[src/rtl/reduce_pkg.sv]
// Shared op-code definitions and helpers for the streaming reduction engine.
// Op codes map onto a base op (AND/OR/XOR) plus an optional output inversion.
package reduce_pkg;

  localparam int OP_W = 3;

  localparam logic [OP_W-1:0] OP_AND  = 3'd0;
  localparam logic [OP_W-1:0] OP_OR   = 3'd1;
  localparam logic [OP_W-1:0] OP_XOR  = 3'd2;
  localparam logic [OP_W-1:0] OP_NAND = 3'd3;
  localparam logic [OP_W-1:0] OP_NOR  = 3'd4;
  localparam logic [OP_W-1:0] OP_XNOR = 3'd5;

  typedef enum logic [1:0] {
    BASE_AND = 2'd0,
    BASE_OR  = 2'd1,
    BASE_XOR = 2'd2
  } base_op_e;

  typedef struct packed {
    base_op_e base;
    logic     inv;
    logic     illegal;
  } op_dec_t;

  function automatic op_dec_t op_decode(input logic [OP_W-1:0] op);
    op_dec_t d;
    case (op)
      OP_AND, OP_NAND: d.base = BASE_AND;
      OP_OR,  OP_NOR:  d.base = BASE_OR;
      OP_XOR, OP_XNOR: d.base = BASE_XOR;
      default:         d.base = BASE_AND;
    endcase
    d.illegal = (op > OP_XNOR);
    d.inv     = (op == OP_NAND) || (op == OP_NOR) || (op == OP_XNOR);
    return d;
  endfunction

  function automatic logic combine(input base_op_e base, input logic a, input logic b);
    case (base)
      BASE_OR:  return a | b;
      BASE_XOR: return a ^ b;
      default:  return a & b;
    endcase
  endfunction

endpackage

[src/rtl/reduce_stream_unit_if.sv]
// Beat input stream and frame result stream of reduce_stream_unit.
// The slave modport is the engine's view; master is the producer/consumer side.
interface reduce_stream_unit_if #(
  parameter int WIDTH  = 32,
  parameter int SEG    = 8,
  parameter int BEAT_W = 8
);
  logic                       s_valid;
  logic                       s_ready;
  logic [WIDTH-1:0]           s_data;
  logic                       s_last;
  logic [reduce_pkg::OP_W-1:0] s_op;
  logic                       m_valid;
  logic                       m_ready;
  logic                       m_result;
  logic [WIDTH/SEG-1:0]       m_seg;
  logic [BEAT_W-1:0]          m_beats;
  logic                       m_err;

  modport master (
    output s_valid, s_data, s_last, s_op, m_ready,
    input  s_ready, m_valid, m_result, m_seg, m_beats, m_err
  );

  modport slave (
    input  s_valid, s_data, s_last, s_op, m_ready,
    output s_ready, m_valid, m_result, m_seg, m_beats, m_err
  );
endinterface

[src/rtl/reduce_word.sv]
// Combinational single-word reduction: whole-word bit plus one bit per SEG-wide segment,
// all using the same base op (AND/OR/XOR).
module reduce_word
  import reduce_pkg::*;
#(
  parameter int WIDTH = 32,
  parameter int SEG   = 8
) (
  input  logic [WIDTH-1:0]     word,
  input  base_op_e             base,
  output logic                 red,
  output logic [WIDTH/SEG-1:0] seg
);

  localparam int NSEG = WIDTH / SEG;

  always_comb begin
    red = 1'b0;
    seg = '0;
    case (base)
      BASE_OR:  red = |word;
      BASE_XOR: red = ^word;
      default:  red = &word;
    endcase
    for (int k = 0; k < NSEG; k++) begin
      case (base)
        BASE_OR:  seg[k] = |word[k*SEG +: SEG];
        BASE_XOR: seg[k] = ^word[k*SEG +: SEG];
        default:  seg[k] = &word[k*SEG +: SEG];
      endcase
    end
  end

endmodule

[src/rtl/reduce_stream_unit.sv]
// Streaming whole-frame reduction engine: folds each accepted beat into running
// accumulators with the frame's base op and presents one registered result per frame.
module reduce_stream_unit
  import reduce_pkg::*;
#(
  parameter int WIDTH  = 32,
  parameter int SEG    = 8,
  parameter int BEAT_W = 8
) (
  input  logic               clk,
  input  logic               rst,
  reduce_stream_unit_if.slave bus
);

  localparam int NSEG = WIDTH / SEG;
  localparam logic [BEAT_W-1:0] BEAT_MAX = '1;

  typedef enum logic [1:0] {
    S_IDLE  = 2'd0,
    S_ACCUM = 2'd1,
    S_DONE  = 2'd2
  } state_e;

  state_e            state;
  op_dec_t           op_q;
  logic              acc_q;
  logic [NSEG-1:0]   acc_seg_q;
  logic [BEAT_W-1:0] beats_q;
  logic              sat_q;

  logic              m_valid_q;
  logic              m_result_q;
  logic [NSEG-1:0]   m_seg_q;
  logic [BEAT_W-1:0] m_beats_q;
  logic              m_err_q;

  logic              s_ready_w;
  logic              accept;
  op_dec_t           op_cur;
  logic              word_red;
  logic [NSEG-1:0]   word_seg;
  logic              acc_nxt;
  logic [NSEG-1:0]   acc_seg_nxt;
  logic [BEAT_W-1:0] beats_nxt;
  logic              sat_nxt;

  assign s_ready_w = (state != S_DONE);
  assign accept    = bus.s_valid && s_ready_w;

  // The op is only taken from the bus on the first beat; later beats use the latched copy.
  assign op_cur = (state == S_IDLE) ? op_decode(bus.s_op) : op_q;

  reduce_word #(
    .WIDTH (WIDTH),
    .SEG   (SEG)
  ) u_word (
    .word (bus.s_data),
    .base (op_cur.base),
    .red  (word_red),
    .seg  (word_seg)
  );

  always_comb begin
    acc_nxt     = word_red;
    acc_seg_nxt = word_seg;
    beats_nxt   = BEAT_W'(1);
    sat_nxt     = 1'b0;
    if (state != S_IDLE) begin
      acc_nxt = combine(op_cur.base, acc_q, word_red);
      for (int k = 0; k < NSEG; k++) begin
        acc_seg_nxt[k] = combine(op_cur.base, acc_seg_q[k], word_seg[k]);
      end
      // Counter holds at its ceiling; any beat beyond it flags the frame.
      if (beats_q == BEAT_MAX) begin
        beats_nxt = beats_q;
        sat_nxt   = 1'b1;
      end else begin
        beats_nxt = beats_q + BEAT_W'(1);
        sat_nxt   = sat_q;
      end
    end
  end

  always_ff @(posedge clk) begin
    if (rst) begin
      state      <= S_IDLE;
      op_q       <= '0;
      acc_q      <= 1'b0;
      acc_seg_q  <= '0;
      beats_q    <= '0;
      sat_q      <= 1'b0;
      m_valid_q  <= 1'b0;
      m_result_q <= 1'b0;
      m_seg_q    <= '0;
      m_beats_q  <= '0;
      m_err_q    <= 1'b0;
    end else begin
      case (state)
        S_IDLE, S_ACCUM: begin
          if (accept) begin
            op_q      <= op_cur;
            acc_q     <= acc_nxt;
            acc_seg_q <= acc_seg_nxt;
            beats_q   <= beats_nxt;
            sat_q     <= sat_nxt;
            if (bus.s_last) begin
              state      <= S_DONE;
              m_valid_q  <= 1'b1;
              m_result_q <= op_cur.illegal ? 1'b0 : (acc_nxt ^ op_cur.inv);
              m_seg_q    <= op_cur.illegal ? '0 : (acc_seg_nxt ^ {NSEG{op_cur.inv}});
              m_beats_q  <= beats_nxt;
              m_err_q    <= op_cur.illegal | sat_nxt;
            end else begin
              state <= S_ACCUM;
            end
          end
        end
        S_DONE: begin
          if (bus.m_ready) begin
            state     <= S_IDLE;
            m_valid_q <= 1'b0;
          end
        end
        default: state <= S_IDLE;
      endcase
    end
  end

  assign bus.s_ready  = s_ready_w;
  assign bus.m_valid  = m_valid_q;
  assign bus.m_result = m_result_q;
  assign bus.m_seg    = m_seg_q;
  assign bus.m_beats  = m_beats_q;
  assign bus.m_err    = m_err_q;

endmodule
[src/flat_wrapper.sv]
// flat-port wrapper written by rule: the top's interface ports become plain ports
module reduce_stream_unit_flat import reduce_pkg::*;
#(
  parameter int WIDTH  = 32,
  parameter int SEG    = 8,
  parameter int BEAT_W = 8
)
  (clk, rst, bus_s_valid, bus_s_data, bus_s_last, bus_s_op, bus_m_ready, bus_s_ready, bus_m_valid, bus_m_result, bus_m_seg, bus_m_beats, bus_m_err);
  reduce_stream_unit_if #(.WIDTH(WIDTH), .SEG(SEG), .BEAT_W(BEAT_W)) bus_i ();
  input  logic clk;
  input  logic rst;
  input wire logic [$bits(bus_i.s_valid)-1:0] bus_s_valid;
  input wire logic [$bits(bus_i.s_data)-1:0] bus_s_data;
  input wire logic [$bits(bus_i.s_last)-1:0] bus_s_last;
  input wire logic [$bits(bus_i.s_op)-1:0] bus_s_op;
  input wire logic [$bits(bus_i.m_ready)-1:0] bus_m_ready;
  output wire logic [$bits(bus_i.s_ready)-1:0] bus_s_ready;
  output wire logic [$bits(bus_i.m_valid)-1:0] bus_m_valid;
  output wire logic [$bits(bus_i.m_result)-1:0] bus_m_result;
  output wire logic [$bits(bus_i.m_seg)-1:0] bus_m_seg;
  output wire logic [$bits(bus_i.m_beats)-1:0] bus_m_beats;
  output wire logic [$bits(bus_i.m_err)-1:0] bus_m_err;
  assign bus_i.s_valid = bus_s_valid;
  assign bus_i.s_data = bus_s_data;
  assign bus_i.s_last = bus_s_last;
  assign bus_i.s_op = bus_s_op;
  assign bus_i.m_ready = bus_m_ready;
  assign bus_s_ready = bus_i.s_ready;
  assign bus_m_valid = bus_i.m_valid;
  assign bus_m_result = bus_i.m_result;
  assign bus_m_seg = bus_i.m_seg;
  assign bus_m_beats = bus_i.m_beats;
  assign bus_m_err = bus_i.m_err;
  reduce_stream_unit #(.WIDTH(WIDTH), .SEG(SEG), .BEAT_W(BEAT_W)) u_core (.clk(clk), .rst(rst), .bus(bus_i));
endmodule
[config.mk]
export PLATFORM = sky130hd
export DESIGN_NAME = reduce_stream_unit_flat
export DESIGN_NICKNAME = d
export VERILOG_FILES = /design/src/rtl/reduce_pkg.sv /design/src/rtl/reduce_stream_unit_if.sv /design/src/rtl/reduce_word.sv /design/src/rtl/reduce_stream_unit.sv /design/src/flat_wrapper.sv
export SDC_FILE = /design/constraint.sdc
export NUM_CORES = 1
export LEC_CHECK = 0
export CAP_MARGIN = 20
export CORE_MARGIN = 4
export CORE_UTILIZATION = 56
export CTS_CLUSTER_DIAMETER = 40
export CTS_CLUSTER_SIZE = 16
export DETAILED_ROUTE_END_ITERATION = 8
export PLACE_DENSITY = 0.86
export SYNTH_ARGS = -nofsm -noshare
export SYNTH_HDL_FRONTEND = slang
export SYNTH_SLANG_ARGS = --single-unit
[constraint.sdc]
create_clock -name clk -period 9.8 [get_ports clk]
set_clock_uncertainty 0.15 [all_clocks]
set_input_delay 0.98 -clock clk [delete_from_list [all_inputs] [get_ports clk]]
set_output_delay 0.98 -clock clk [all_outputs]
set_load 0.01 [all_outputs]
==> flow_summary.yaml <==
floorplan:
  io_pins: 56
  die_x_um: 78.10
  coreArea_mm2: 0.004755
  die_area_mm2: 0.006099
  rows: 25
  die_h_um: 78.10
  start_util: 0.5787
pwr:
  total_leakage_power_nw: 1.477
  ir_worst_vdd_v: 0.00008769
  total_power_uw: 406.4
  power.density_mw_per_mm2: 119.1
setup_path:
  crit_path_start_kind: "primary input"
  worstSetupPathType: "primary input to register"
  worstPathCellList: "clkdlybuf4s50_1 > nor2b_1 > mux2i_1 > o21ai_1 > ha_1 > a21oi_1 > nand3_1 > a21oi_1 > nor2b_1 > inv_1 > ha_1 > a221oi_1 > nor3_1 > a31oi_1 > a21bo_1 > xnor2_1 > o21ai_1"
  cpMaxStageDelayCell: "clkdlybuf4s50_1"
  required_ns: 9.81
  critPathCaptureType: "register"
  crit_path_max_fanout: 19
  rrSetupSlack_ns: 5.90
  max_stage_delay_ns: 0.52
  worstPathArrival_ns: 4.31
synthesis:
  netlist_area_mm2: 0.002751
  ys_ff_latch: 35
  async_flop_share: 0
  yosysMostFrequentCell: "inv_1"
  synth_ff_type: "dfxtp_1"
  synth.distinct_cells: 40
  synth_common_cells: "49 x inv_1, 45 x ha_1, 45 x nand2_1"
  syn_nets: 443
  synthCells: 358
  ys_top_cells_by_area: "dfxtp_1 25%, ha_1 20%, inv_1 6.7%"
  ys_seq_area_frac: 0.2547
  synth_edf_count: 0
  ys_warn_count: 0
  syn_area_per_cell_um2: 7.685
  synth_top_area_share: 0.2547
  synth_top_area_cell: "dfxtp_1"
sta:
  fin_setup_tns_ns: 0
  relSlewSlack: 0.5526
  whs_ns: 0.3007
  period_share: 0.4384
  hold_viol: 0
  fin_ws_ns: 5.503
  fmax_mhz: 232.7
  tightest_slew_ns: 0.6711
  drv_slew: 0
  min_period_ns: 4.297
  rsz0062_at_grt: "no"
  setup_viol: 0
clock_network:
  cts_tree: "done"
  ctsResizeCount: 0
  cts_hold_buf: 0
  cts_made_buffers: 5
  clockBufferDepth: 2
  cts_sinks: 35
  clkLatencyLatePin_ns: 0.28
  postCtsSetupBuffers: 0
  cts-root-buf: "clkbuf_8"
  clkSlewWorstSetupHoldPaths_ns: 0.07
  h-tree-depth: 2
grt:
  grt_usage: 0.2014
  antenna_found_initial: 0
  grt_max_degree: 33
  overflow: 0
  grt_pass1_vias: 2481
  grt_pass1_wl_um: 10270
finish:
  drive_gt1_frac: 0.03695
  diodes: 0
  regArea_um2: 700.7
  final_nets: 490
  multi_input_area_mm2: 0.001789
  nFillCells: 412
  area_growth_pct: 24.01
placed_design:
  dp.final_hpwl_um: 4578
  pre_cts_ws_ns: 5.234
  gp_congestion: 0.8632
  io_buffers: 55
detailed_routing:
  dr.first_iter.drc_count: 164
  num_vias: 2534
  routedWlPerCell_um: 12.60
  drt_wl_total_um: 5959
  drtPass1Iterations: 5
  vias_per_cell: 5.357
  drtAntennaViolNets: 0
  drc_errors: 0
status:
  run_status: "complete, no violations"
worst_hold_path:
  hp-class: "register to register"
job:
  cap_violations: 0
==> metrics by stage <==
step | util | cells | instance area [um^2]
after floorplan | - | 358 | 2751
after global placement | 0.7005 | 465 | 3331
after detailed placement | 0.7005 | 465 | 3331
after CTS | 0.7176 | 473 | 3412
after global routing | 0.7176 | 473 | 3412
final | 0.7176 | 473 | 3412
==> worst max-delay path, delay by kind of cell <==
| kind | cells | cell delay [ns] |
|---|---|---|
| adder cells (fa/ha/maj) | 2 | 0.68 |
| buffers and inverters | 2 | 0.58 |
| AND/OR/NAND/NOR | 4 | 0.48 |
| AO/OA/AOI/OAI | 7 | 1.35 |
| XOR/XNOR | 1 | 0.14 |
| multiplexers | 1 | 0.09 |
==> sequential cells by signal, summed over array words and instances (netlist names) <==
| name | flops |
|---|---|
| u_core.bus.m_result | 1 |
| u_core.bus.m_beats | 8 |
| u_core.bus.m_seg | 4 |
| u_core.bus.m_err | 1 |
| u_core.beats_q | 8 |
| u_core.state | 2 |
| u_core.op_q | 4 |
| u_core.bus.m_valid | 1 |
| u_core.acc_q | 1 |
| u_core.sat_q | 1 |
| u_core.acc_seg_q | 4 |
==> placed cells by master, fill, tap and decap left out, types with 4 or more instances in the layout <==
cell and count:
a211oi_1 5, a21oi_1 34, a221oi_1 5, clkbuf_8 5, clkdlybuf4s50_1 55, dfxtp_1 35
ha_1 45, inv_1 49, nand2_1 45, nand2b_1 5, nand3_1 4, nand4_1 9
nor2_1 24, nor2b_1 7, nor3_1 8, o21ai_1 7, xnor2_1 16, xor2_1 8
==> power by group <==
part | leakage, nW | internal [mW] | switching [mW]
Clock | 0.0422 | 0.0498 | 0.0499
Combinational | 1.15 | 0.0708 | 0.0821
Sequential | 0.285 | 0.149 | 0.00486
==> logic make-up after synthesis <==
group / share of synthesized area
fa+ha+maj: 0.2046
mux: 0.01273
simple gates: 0.1796
compound gates: 0.1769
xor+xnor: 0.07640
buf+inv: 0.09505
flops: 0.2547
==> final timing paths <==
check | startpoint | end | cells after the start
worst max-delay path | bus_s_op[2] | u_core.bus.m_result | 17
worst min-delay path | u_core.bus.m_seg[2] | u_core.bus.m_seg[2] | 2
worst max register to register | u_core.state[1] | u_core.bus.m_result | 16
worst min register to register | u_core.bus.m_seg[2] | u_core.bus.m_seg[2] | 2
==> metal layers <==
metal,track usage,vias to the layer above,routed length [um]
met5,0,-,0
met4,0.06993,0,57
met3,0.03211,5,306
met2,0.3485,70,2896
met1,0.2538,1180,2699
li1,-,1279,-
==> cell type report <==
type,instances,share of cell area
clock buffer,7,0.02237
clock inverter,1,0.001467
inverter,49,0.05391
multi-input combinational,256,0.5244
sequential,35,0.2054
tap,67,0.02457
timing repair buffer,58,0.1680
Power figures use the tool's default switching activity.
